`config.mk`:
```
export PLATFORM = sky130hd
export DESIGN_NAME = rr_grant_sequencer
export DESIGN_NICKNAME = d
export VERILOG_FILES = /design/src/rtl/rr_grant_sequencer.sv
export SDC_FILE = /design/constraint.sdc
export NUM_CORES = 1
export LEC_CHECK = 0
export CORE_MARGIN = 4
export CORE_UTILIZATION = 45
export CTS_CLUSTER_DIAMETER = 200
export DETAILED_ROUTE_END_ITERATION = 16
export GPL_TIMING_DRIVEN = 0
export PLACE_DENSITY = 0.64
export SLEW_MARGIN = 10
export SYNTH_ARGS = -nofsm -noshare
export SYNTH_HDL_FRONTEND = slang
export SYNTH_SLANG_ARGS = --single-unit
```
`constraint.sdc`:
```
create_clock -name clk -period 7.9 [get_ports clk]
set_input_delay 1.185 -clock clk [delete_from_list [all_inputs] [get_ports clk]]
set_output_delay 1.185 -clock clk [all_outputs]
set_load 0.005 [all_outputs]
```
`src/rtl/rr_grant_sequencer.sv`:
```
// rtl/rr_grant_sequencer.sv - round-robin arbiter with one-hot grant and bounded hold time
module rr_grant_sequencer #(
  parameter int MAX_HOLD = 16
) (
  input  logic       clk,
  input  logic       rst,
  input  logic [7:0] req,
  output logic [7:0] grant,
  output logic [2:0] grant_idx,
  output logic       grant_valid,
  output logic       preempt
);

  localparam int CW = (MAX_HOLD > 1) ? $clog2(MAX_HOLD) : 1;
  localparam logic [CW-1:0] CNT_LAST = CW'(MAX_HOLD - 1);

  typedef enum logic {IDLE, HOLD} state_t;

  state_t        r_state;
  logic [2:0]    r_ptr;
  logic [CW-1:0] r_cnt;

  logic [15:0] w_dbl;
  logic [7:0]  w_rot;
  logic [2:0]  w_off;
  logic [2:0]  w_win;

  // Rotate req so bit 0 is the search start; lowest set bit is the winner offset.
  assign w_dbl = {req, req};
  assign w_rot = w_dbl[r_ptr +: 8];

  always_comb begin
    w_off = 3'd0;
    for (int i = 7; i >= 0; i--) begin
      if (w_rot[i]) w_off = 3'(i);
    end
    w_win = r_ptr + w_off;
  end

  always_ff @(posedge clk or posedge rst) begin
    if (rst) begin
      r_state     <= IDLE;
      r_ptr       <= 3'd0;
      r_cnt       <= '0;
      grant       <= 8'h00;
      grant_idx   <= 3'd0;
      grant_valid <= 1'b0;
      preempt     <= 1'b0;
    end else begin
      preempt <= 1'b0;
      case (r_state)
        IDLE: begin
          if (|req) begin
            grant_idx   <= w_win;
            grant       <= 8'd1 << w_win;
            grant_valid <= 1'b1;
            r_cnt       <= '0;
            r_state     <= HOLD;
          end
        end
        HOLD: begin
          if (!req[grant_idx] || (r_cnt == CNT_LAST)) begin
            grant       <= 8'h00;
            grant_valid <= 1'b0;
            r_ptr       <= grant_idx + 3'd1;
            preempt     <= req[grant_idx];
            r_state     <= IDLE;
          end else begin
            r_cnt <= r_cnt + 1'b1;
          end
        end
        default: r_state <= IDLE;
      endcase
    end
  end

endmodule

```
==> metrics.md, run 1 <==
| Metric | Value |
|---|---|
| Syn avg cell area | `a little under 9 um2` |
| 1st-iter DRT viols | `between 150 and 200` |
| Largest net degree at the start of global routing | `22` |
| Via count of the first global-routing pass | `between 1,000 and 1,500` |
| Initial antenna violation count | `0` |
| Arrival time worst endpoint | `4360 ps` |
| Min-delay worst type | `flip-flop to flip-flop` |
| CTS Buf Count | `3` |
| Final Wtd Congestion | `roughly 0.86` |
| Synth unique cells | `approximately 50` |
| Worst r2r dst | `grant[3]$_DFFE_PP0P_` |
| Reg-to-reg critical path startpoint | `r_ptr[1]$_DFFE_PP0P_` |
| P_leak | `0.7800 nW` |
| Post-synth top area share | `between 30% and 40%` |
| R2r setup slk | `roughly 4600 ps` |
| Worst setup SP type | `input pin` |
| Slew HR | `48.29%` |
| Remaining global-route overflow | `0` |
| Post-synth top area cell | `dfrtp_1` |
| Max clock buf depth | `2` |
| DIE AREA | `approximately 4400 um2` |
| Slew Viols, Final | `0` |
| Post-route DRC | `0` |
| Clk sink count | `21` |
| Chip Width | `between 60 and 70 um` |
| Diode count | `0` |
| EDFF count, synth | `0` |
| I/O pin total | `23` |
| Worst Reg-to-Reg Cells | `12` |
| Final Hold Viols | `0` |
| Sequential fraction of the synthesis area | `about 34%` |
| Via count | `1,429` |
| Crit path from | `req[0]` |
| Half-perimeter wire length after placement | `2837 um` |
| CP Class | `input pin to flip-flop` |
| Mapped Area | `around 1500 um2` |
| End of the critical path | `grant[3]$_DFFE_PP0P_` |
| Row count | `20` |
| Clock root cell | `clkbuf_4` |
| Layout cells sized above 1 | `~11%` |
| Synth Register Bits | `21` |
| Synth area leaders | `dfrtp_1 34%, nand2_1 6.1%, o21ai_0 5.2%` |
| Fin crit share | `52.20%` |
| P per Cell Area | `405.6 nW/um2` |
| CTS tree | `yes` |
| Maximum vdd drop | `roughly 0.22 mV` |
| Top cells by count, synth | `25 x nand2_1, 21 x dfrtp_1, 16 x o21ai_0` |
| # resized after CTS | `0` |
| Slew at the pin closest to its max-slew limit | `approximately 770 ps` |
| Die H | `66.55 um` |
| RSZ-0062 raised after global routing | `false` |
| Cts hold-fix bufs | `0` |
| CP Cell Sequence | `clkdlybuf4s50_1 -> nand2b_1 -> a21boi_0 -> mux2i_1 -> o21ai_0 -> nor2_1 -> o22ai_1 -> a22o_1 -> ha_1 -> inv_1 -> fa_1 -> xor2_1 -> xnor2_2 -> a32o_1` |
| Area Growth Syn to Fin | `19.55%` |
| # setup viols final | `0` |
| Layout Nets | `between 200 and 250` |
| Achievable frequency | `0.2425 GHz` |
| Global-route wire length before repair | `6534 um` |
| Max FO, Critical Path | `9` |
| # H-tree levels | `1` |
| Max cap viols | `0` |
| Async set-reset flop share out of synthesis | `100.0%` |
| Final setup TNS | `0 ps` |
| Slowest stage delay, CP | `approximately 490 ps` |
| Main flop type after synthesis | `dfrtp_1` |
| Total chip power | `between 0.0007 and 0.0008 W` |
| Routed WL per cell | `around 15 um` |
| Worst-path clk slew | `about 110 ps` |
| TritonRoute pass-1 iters | `4` |
| Min Tclk post-route | `4124 ps` |
| # port buffers | `22` |
| Starting density of the core | `48.93%` |
| Setup Skew | `about 6.4 ps` |
| Cells after synthesis | `approximately 180` |
| Slowest CP cell | `clkdlybuf4s50_1` |
| Syn nets | `around 190` |
| Synth warn | `0` |
| Status | `complete, no violations` |
| CP required | `slightly above 8000 ps` |
| Top-count cell post-synth | `nand2_1` |
| Clk Latency, worst-skew pair | `approximately 300 ps` |
| Core Area | `between 3000 and 4000 um2` |
| Critical Path End Type | `flip-flop` |
| Postcts setup bufs | `0` |
| Detailed Route WL | `3773 um` |
| Routed Antenna Nets | `0` |
| Hold Crit Depth | `2` |
| GRT Util Overall | `between 10% and 20%` |
| Vias per cell | `a little under 6` |
[cells in the final DEF, fill, tap and decap left out, drive strengths merged, types with 6 or more instances in the layout]
master,instances
nor3,6
nor2b,7
a21oi,7
clkdlybuf4s50,22
o21ai,16
nor2,14
dfrtp,21
nand3,8
clkbuf,9
nand2,25
[where the power goes]
part	internal, W	switching (W)
clock network	0.0000197	0.0000309
logic	0.000221	0.000292
registers	0.000147	0.0000377
total	0.000387	0.000361
[worst min-delay path by stage]
stage	end	from
after detailed placement	grant_valid$_DFFE_PP0P_	grant_valid$_DFFE_PP0P_
after floorplan	r_cnt[3]$_DFFE_PP0P_	r_cnt[3]$_DFFE_PP0P_
after global routing	grant[4]$_DFFE_PP0P_	grant[4]$_DFFE_PP0P_
final	grant[7]$_DFFE_PP0P_	grant[7]$_DFFE_PP0P_
after CTS	grant[7]$_DFFE_PP0P_	grant[7]$_DFFE_PP0P_
after global placement	grant[6]$_DFFE_PP0P_	grant[6]$_DFFE_PP0P_
[logic make-up (layout without fill, tap and decap cells)]
family | after synthesis | count (layout) | synth area share [%]
compound gates | 52 | 52 | 24.41
buf+inv | 13 | 39 | 4.379
mux | 8 | 8 | 6.975
flops | 21 | 21 | 34.06
xor+xnor | 3 | 3 | 2.190
simple gates | 74 | 74 | 24.25
fa+ha+maj | 4 | 4 | 3.731
[sequential cells by signal, summed over array words and instances, names as in the netlist]
signal / count
grant_idx: 3
grant_valid: 1
r_ptr: 3
r_cnt: 4
preempt: 1
r_state: 1
grant: 8
[final cells by class]
type / instances / area, um2
Inverter: 4 / 15.01
Tap cell: 44 / 55.05
Sequential cell: 21 / 525.5
Multi-Input combinational cell: 141 / 949.7
Timing Repair Buffer: 22 / 220.2
Clock buffer: 4 / 26.28
Buffer: 9 / 52.55
Fill cell: 294 / 1309
[through the flow]
step	util (%)	cells	instance area (um2)	hold slack, ps	setup WS (ps)
3_5_place_dp	57.66	241	1818	467.3	3469
6_report	58.49	245	1844	496.4	3776
2_1_floorplan	-	175	1543	465.3	4427
3_3_place_gp	57.66	241	1818	464.6	3533
4_1_cts	58.49	245	1844	498.4	3786
5_1_grt	58.49	245	1844	549.8	3496
[critical path, delay by kind of cell]
| family | cells | cell delay (ps) |
|---|---|---|
| adders and majority gates | 2 | 510 |
| and+or+nand+nor | 2 | 290 |
| muxes | 1 | 170 |
| xor gates and xnor gates | 2 | 570 |
| buffers and inverters | 2 | 540 |
| AOI/OAI and AO/OA | 5 | 1100 |
[per-layer routing]
layer / part of all wire, % / vias up / wire [um] / GRT usage, %
met5: 0 / - / 0 / 0
met4: 1.7 / 0 / 66 / 5.330
met3: 5.5 / 8 / 208 / 1.518
met2: 48 / 64 / 1795 / 33.04
met1: 45 / 662 / 1702 / 24.42
li1: - / 695 / - / -
Note: power is estimated with default switching activity, not from simulation.
==> inputs of run 2 (changes only) <==
PLACE_DENSITY = 0.67   (was 0.64)
clock period = 3.53 ns   (was 7.9 ns; I/O delays follow)
==> run 2 against run 1 <==
Compared with the run above: first-iteration DRC count shrank 3.1%; cell count unchanged; core utilization rose by 0.12 points; sequential share of layout area down 0.058 points; count of clock-buffer cells in the layout unchanged; hold slack worse by 1.6 ps; setup slack got worse by 3600 ps; global-route usage fell by 1.0 points; register-to-register slack lost 4200 ps; clock skew fell by 3.7 ps; largest power group unchanged.
==> metrics.md, run 2 (same netlist as run 1, synthesis figures left out) <==
| Metric | Value |
|---|---|
| Min Tclk post-route | `approximately 3400 ps` |
| Fillers | `304 (+3.4%)` |
| Global-route wire length before repair | `6327 um (-3.2%)` |
| Cts hold-fix bufs | `0 (unchanged)` |
| Routed WL per cell | `14.90 um (-3.2%)` |
| # port buffers | `22 (unchanged)` |
| Area Growth Syn to Fin | `19.79%` |
| RSZ-0062 raised after global routing | `false` |
| GRT Util Overall | `17.77% (-1.0 points)` |
| Worst r2r dst | `grant[3]$_DFFE_PP0P_` |
| Half-perimeter wire length after placement | `2762 um (-2.7%)` |
| Status | `complete, no violations` |
| Remaining global-route overflow | `0 (unchanged)` |
| Max FO, Critical Path | `9 (unchanged)` |
| Commonest non-fill, non-tap cells in the layout | `25 x nand2_1, 22 x clkdlybuf4s50_1, 21 x dfrtp_1` |
| Critical Path End Type | `flip-flop` |
| Largest register FFs | `8 (unchanged)` |
| Final Hold Viols | `0 (unchanged)` |
| CP required | `3730 ps (-4410 ps)` |
| Fin crit share | `95.69%` |
| Finished Layout Cells | `245 (unchanged)` |
| GRT met1 Usage | `21.56% (-2.9 points)` |
| Grt met3 use | `4.216% (+2.7 points)` |
| Max clock buf depth | `2 (unchanged)` |
| TritonRoute pass-1 iters | `5 (+1)` |
| Routed Antenna Nets | `0 (unchanged)` |
| Initial antenna violation count | `0 (unchanged)` |
| Hold Crit Start | `grant[4]$_DFFE_PP0P_` |
| Placed cells | `241 (unchanged)` |
| Worst-path clk slew | `110 ps (about the same)` |
| Dpl ws | `-185.8 ps (-3654 ps)` |
| Biggest register | `grant` |
| Worst hold endpoint | `grant[4]$_DFFE_PP0P_` |
| CTS tree | `yes` |
| Via count of the first global-routing pass | `1,449 (+3.2%)` |
| Vias per cell | `5.918 (+1.5%)` |
| P per Cell Area | `910.9 nW/um2 (+120%)` |
| Clk sink count | `21 (unchanged)` |
| Worst Reg-to-Reg Cells | `13 (+1)` |
| # H-tree levels | `1 (unchanged)` |
| Arrival time worst endpoint | `3570 ps (-790 ps)` |
| Min-delay worst type | `flip-flop to flip-flop` |
| Sw frac | `47.34% (-0.91 points)` |
| I/O pin total | `23 (unchanged)` |
| Sequential power share | `24.4% (-0.3 points)` |
| Clock root cell | `clkbuf_4` |
| Via count | `1,450 (+1.5%)` |
| Final Wtd Congestion | `0.8945 (+3.9%)` |
| Registers with the most flip-flops | `grant: 8 flops, r_cnt: 4 flops` |
| Diode count | `0 (unchanged)` |
| Slew at the pin closest to its max-slew limit | `777.7 ps (+2.881 ps)` |
| Die H | `66.55 um (unchanged)` |
| Core Area | `3153 um2 (unchanged)` |
| Clock power share | `6.8% (about the same)` |
| Reg-to-reg critical path startpoint | `r_ptr[1]$_DFFE_PP0P_` |
| Most common cell after layout, fill and taps aside | `nand2_1` |
| DIE AREA | `4429 um2 (unchanged)` |
| Worst setup SP type | `input pin` |
| Detailed Route WL | `3651 um (-3.2%)` |
| Largest net degree at the start of global routing | `22 (unchanged)` |
| Slew HR | `48.10% (-0.19 points)` |
| Layout Nets | `216 (unchanged)` |
| # setup viols final | `0 (unchanged)` |
| 1st-iter DRT viols | `154 (-3.1%)` |
| P_sw | `0.0007969 W (+120%)` |
| CTS Buf Count | `3 (unchanged)` |
| Chip Width | `66.55 um (unchanged)` |
| R2r setup slk | `330 ps (-4240 ps)` |
| CP Class | `input pin to flip-flop` |
| Hold Crit Depth | `2 (unchanged)` |
| Starting density of the core | `48.93% (unchanged)` |
| Top Usage Layer GRT | `met2` |
| Post-route DRC | `0 (unchanged)` |
| Clk Latency, worst-skew pair | `300 ps (about the same)` |
| Final WS setup | `152.3 ps (-3624 ps)` |
| Pint | `0.0008865 W (+130%)` |
| Maximum vdd drop | `0.4399 mV (+100%)` |
| Slew Viols, Final | `0 (unchanged)` |
| Met2 usage | `31.31% (-1.7 points)` |
| Comb power frac | `68.8% (+0.2 points)` |
| Final Cell Area | `1848 um2 (+0.20%)` |
| Setup Skew | `2.689 ps (-3.710 ps)` |
| Achievable frequency | `0.2961 GHz` |
| P_leak | `0.7846 nW (+0.58%)` |
| Max cap viols | `0 (unchanged)` |
| Post-DP Area | `1818 um2 (unchanged)` |
| Layout cells sized above 1 | `11.44% (+0.50 points)` |
| Post-route core utilization | `58.61% (+0.12 points)` |
| Row count | `20 (unchanged)` |
run 2: cell types whose count changed in the layout (fill, tap and decap cells not counted), sizes merged:
cell    previous run  this run
buf                4         5
clkbuf             9         8
run 2: what timing repair did:
action	CTS	global route
buffers inserted	0	1
resized for setup	0	2
setup endpoints to repair	0	9
run 2: final cells by class:
type | instances | area (um2) | area share, %
Buffer | 8 | 48.80 | 2.640
Inverter | 4 | 15.01 | 0.8125
Tap cell | 44 | 55.05 | 2.979
Clock buffer | 4 | 26.28 | 1.422
Sequential cell | 21 | 525.5 | 28.44
Timing Repair Buffer | 23 | 227.7 | 12.32
Multi-Input combinational cell | 141 | 949.7 | 51.39
run 2: power groups by stage:
stage,Combinational [W],Clock (W),Sequential [W]
after floorplan,0.000844,0,0.000399
after global placement,0.00111,0,0.000411
after detailed placement,0.00113,0,0.000417
after CTS,0.00114,0.000117,0.000412
after global routing,0.00129,0.000130,0.000427
final,0.00116,0.000114,0.000411
run 2: worst max-delay path, stage by stage:
cell	delay, ps
clkdlybuf4s50_1	640
mux2_2	250
nor2_1	70
a21o_1	160
a32o_1	260
o21ai_0	160
a22o_1	180
ha_1	140
inv_1	50
fa_1	370
xor2_1	180
xnor2_2	160
buf_4	170
a32o_1	240
run 2: metal layers:
metal	wire (um)	up-vias
met3	243	14
met1	1582	682
li1	-	694
met4	90	0
met5	0	-
met2	1735	60
run 2: how the worst max path moves through the flow:
stage,startpoint,end,slack (ps),cells past startpoint
final,req[5],grant[3]$_DFFE_PP0P_,150,14
after CTS,r_ptr[1]$_DFFE_PP0P_,grant[3]$_DFFE_PP0P_,90,12
after detailed placement,req[0],grant[3]$_DFFE_PP0P_,-190,13
after global placement,req[0],grant[3]$_DFFE_PP0P_,-140,13
after floorplan,r_ptr[0]$_DFFE_PP0P_,grant[3]$_DFFE_PP0P_,680,13
after global routing,req[5],grant[3]$_DFFE_PP0P_,40,14
run 2: metrics by stage:
stage | total power [W] | hold slack, ps | setup TNS, ps
6_report | 0.001683 | 494.8 | 0
2_1_floorplan | 0.001244 | 465.3 | 0
3_3_place_gp | 0.001517 | 465.4 | -984.3
5_1_grt | 0.001851 | 532.0 | 0
3_5_place_dp | 0.001547 | 468.3 | -1385
4_1_cts | 0.001666 | 498.7 | 0
==> inputs of run 3 (changes only) <==
CORE_MARGIN = unset   (was 4)
==> run 3 against run 2 <==
Compared with the run above: cell area is 1.4% higher; non-clock buffer count is the same; first-iteration DRC count shrank 38%; critical path depth unchanged; cell count unchanged; die area down 17%; register-to-register slack worse by 50 ps; clock power about the same; via count is 3.0% lower; critical endpoint unchanged.
==> metrics.md, run 3 (same netlist as run 1, synthesis figures left out) <==
| Metric | Value |
|---|---|
| Status | `complete, no violations` |
| Post-route core utilization | `59.40% (+0.79 points)` |
| Final setup TNS | `0 ps (unchanged)` |
| Min Tclk post-route | `3386 ps (+8.072 ps)` |
| Layout Nets | `216 (unchanged)` |
| Half-perimeter wire length after placement | `2913 um (+5.5%)` |
| Starting density of the core | `48.93% (unchanged)` |
| Fillers | `309 (+1.6%)` |
| Via count of the first global-routing pass | `1,359 (-6.2%)` |
| # port buffers | `22 (unchanged)` |
| Global-route wire length before repair | `6251 um (-1.2%)` |
| Slew HR | `48.04% (-0.058 points)` |
| Maximum vdd drop | `0.5068 mV (+15%)` |
| Slew at the pin closest to its max-slew limit | `778.5 ps (+0.8625 ps)` |
| Final Wtd Congestion | `0.8723 (-2.5%)` |
| Critical Path End Type | `flip-flop` |
| Finished Layout Cells | `245 (unchanged)` |
| Max FO, Critical Path | `9 (unchanged)` |
| Cts hold-fix bufs | `0 (unchanged)` |
| P_leak | `0.8049 nW (+2.6%)` |
| Multi-input logic area | `970.9 um2 (+2.2%)` |
| Largest net degree at the start of global routing | `22 (unchanged)` |
| Final Cell Area | `1873 um2 (+1.4%)` |
| Layout cells sized above 1 | `13.93% (+2.5 points)` |
| P per Cell Area | `920.5 nW/um2 (+1.1%)` |
| Vias per cell | `5.739 (-3.0%)` |
| Achievable frequency | `0.2954 GHz (-0.24%)` |
| Arrival time worst endpoint | `3590 ps (+20 ps)` |
| TritonRoute pass-1 iters | `4 (-1)` |
| Row count | `20 (unchanged)` |
| Registers with the most flip-flops | `grant: 8 flops, r_cnt: 4 flops` |
| Placed cells | `241 (unchanged)` |
| GRT Util Overall | `23.19% (+5.4 points)` |
| Max cap viols | `0 (unchanged)` |
| Commonest non-fill, non-tap cells in the layout | `25 x nand2_1, 21 x dfrtp_1, 21 x clkdlybuf4s50_1` |
| 1st-iter DRT viols | `96 (-38%)` |
| Routed Antenna Nets | `0 (unchanged)` |
| Initial antenna violation count | `0 (unchanged)` |
| Post-DP Area | `1818 um2 (unchanged)` |
| CTS Buf Count | `3 (unchanged)` |
| Fin crit share | `95.91% (+0.23 points)` |
| Biggest register | `grant` |
| Largest register FFs | `8 (unchanged)` |
| Remaining global-route overflow | `0 (unchanged)` |
| Chip Width | `60.55 um (-9.0%)` |
| DIE AREA | `3666 um2 (-17%)` |
| Slew Viols, Final | `0 (unchanged)` |
| Area Growth Syn to Fin | `21.41%` |
| # H-tree levels | `1 (unchanged)` |
| Final Hold Viols | `0 (unchanged)` |
| Die H | `60.55 um (-9.0%)` |
| Core Area | `3153 um2 (unchanged)` |
| Worst setup SP type | `input pin` |
| Hold Crit Depth | `2 (unchanged)` |
| Worst-path clk slew | `120 ps (about the same)` |
| Detailed Route WL | `3798 um (+4.0%)` |
| Post-route DRC | `0 (unchanged)` |
| Clock root cell | `clkbuf_4` |
| CTS tree | `yes` |
| I/O pin total | `23 (unchanged)` |
| RSZ-0062 raised after global routing | `false` |
| # setup viols final | `0 (unchanged)` |
| Via count | `1,406 (-3.0%)` |
| CP Class | `input pin to flip-flop` |
| Setup Skew | `3.711 ps (+1.023 ps)` |
| Clk Latency, worst-skew pair | `300 ps (about the same)` |
| FF+latch area | `525.5 um2 (unchanged)` |
| Routed WL per cell | `15.50 um (+4.0%)` |
| Most common cell after layout, fill and taps aside | `nand2_1` |
| Worst Reg-to-Reg Cells | `15 (+2)` |
| Clk sink count | `21 (unchanged)` |
| CP required | `3730 ps (about the same)` |
| Max clock buf depth | `2 (unchanged)` |
| Min-delay worst type | `flip-flop to flip-flop` |
| Diode count | `0 (unchanged)` |
run 3: cell count changes in the layout (fill, tap and decap cells not counted), sizes merged:
cell	change
clkbuf	-1
clkdlybuf4s50	-1
clkinv	+1
dlymetal6s2s	+1
run 3: worst max-delay path, stage by stage:
cell	delay, ps
clkdlybuf4s50_1	500
nor2b_2	230
a211oi_1	220
a31oi_1	90
a211o_1	300
o21ai_0	150
a22o_1	190
ha_1	160
inv_1	60
fa_1	410
xor2_2	180
xnor2_2	160
buf_4	170
a32o_1	240
run 3: worst paths after layout:
kind | from | to | slack (ps)
worst max-delay path | req[4] | grant[3]$_DFFE_PP0P_ | 140
worst min-delay path | grant[4]$_DFFE_PP0P_ | grant[4]$_DFFE_PP0P_ | 500
worst max register to register | r_ptr[0]$_DFFE_PP0P_ | grant[3]$_DFFE_PP0P_ | 280
worst min register to register | grant[4]$_DFFE_PP0P_ | grant[4]$_DFFE_PP0P_ | 500
max in group asynchronous | rst | r_ptr[0]$_DFFE_PP0P_ | 2390
min in group asynchronous | rst | grant[3]$_DFFE_PP0P_ | 660
run 3: layout make-up:
type	instances	share of cell area, %
clock buffers	3	1.202
clock inverters	1	0.2672
repair buffers	23	12.29
plain buffers	8	2.605
flip-flops and latches	21	28.06
inverters	4	0.8016
multi-input cells	141	51.84
well taps	44	2.939
run 3: per-layer routing:
metal | wire length [um] | up-vias | global-route usage (%)
li1 | - | 688 | -
met1 | 1791 | 667 | 30.12
met2 | 1822 | 47 | 40.50
met3 | 138 | 4 | 2.132
met4 | 46 | 0 | 8.117
met5 | 0 | - | 0
run 3: report_power, final:
group | total, W | switching [W] | internal (W)
combinational | 0.00119 | 0.000665 | 0.000529
sequential | 0.000416 | 0.0000874 | 0.000328
clock | 0.000115 | 0.0000724 | 0.0000422
run 3: what timing repair did:
item | CTS | global route
endpoints found under the setup margin | 0 | 9
setup buffers | 0 | 1
gates resized for setup | 0 | 7
run 3: per-stage QoR:
stage	worst slack [ps]	hold WS (ps)	power [W]
2_1_floorplan	683.1	465.3	0.001244
3_3_place_gp	-169.7	465.0	0.001526
3_5_place_dp	-246.5	474.7	0.001568
4_1_cts	57.67	501.6	0.001687
5_1_grt	0.6968	540.4	0.001884
6_report	144.2	500.8	0.001724
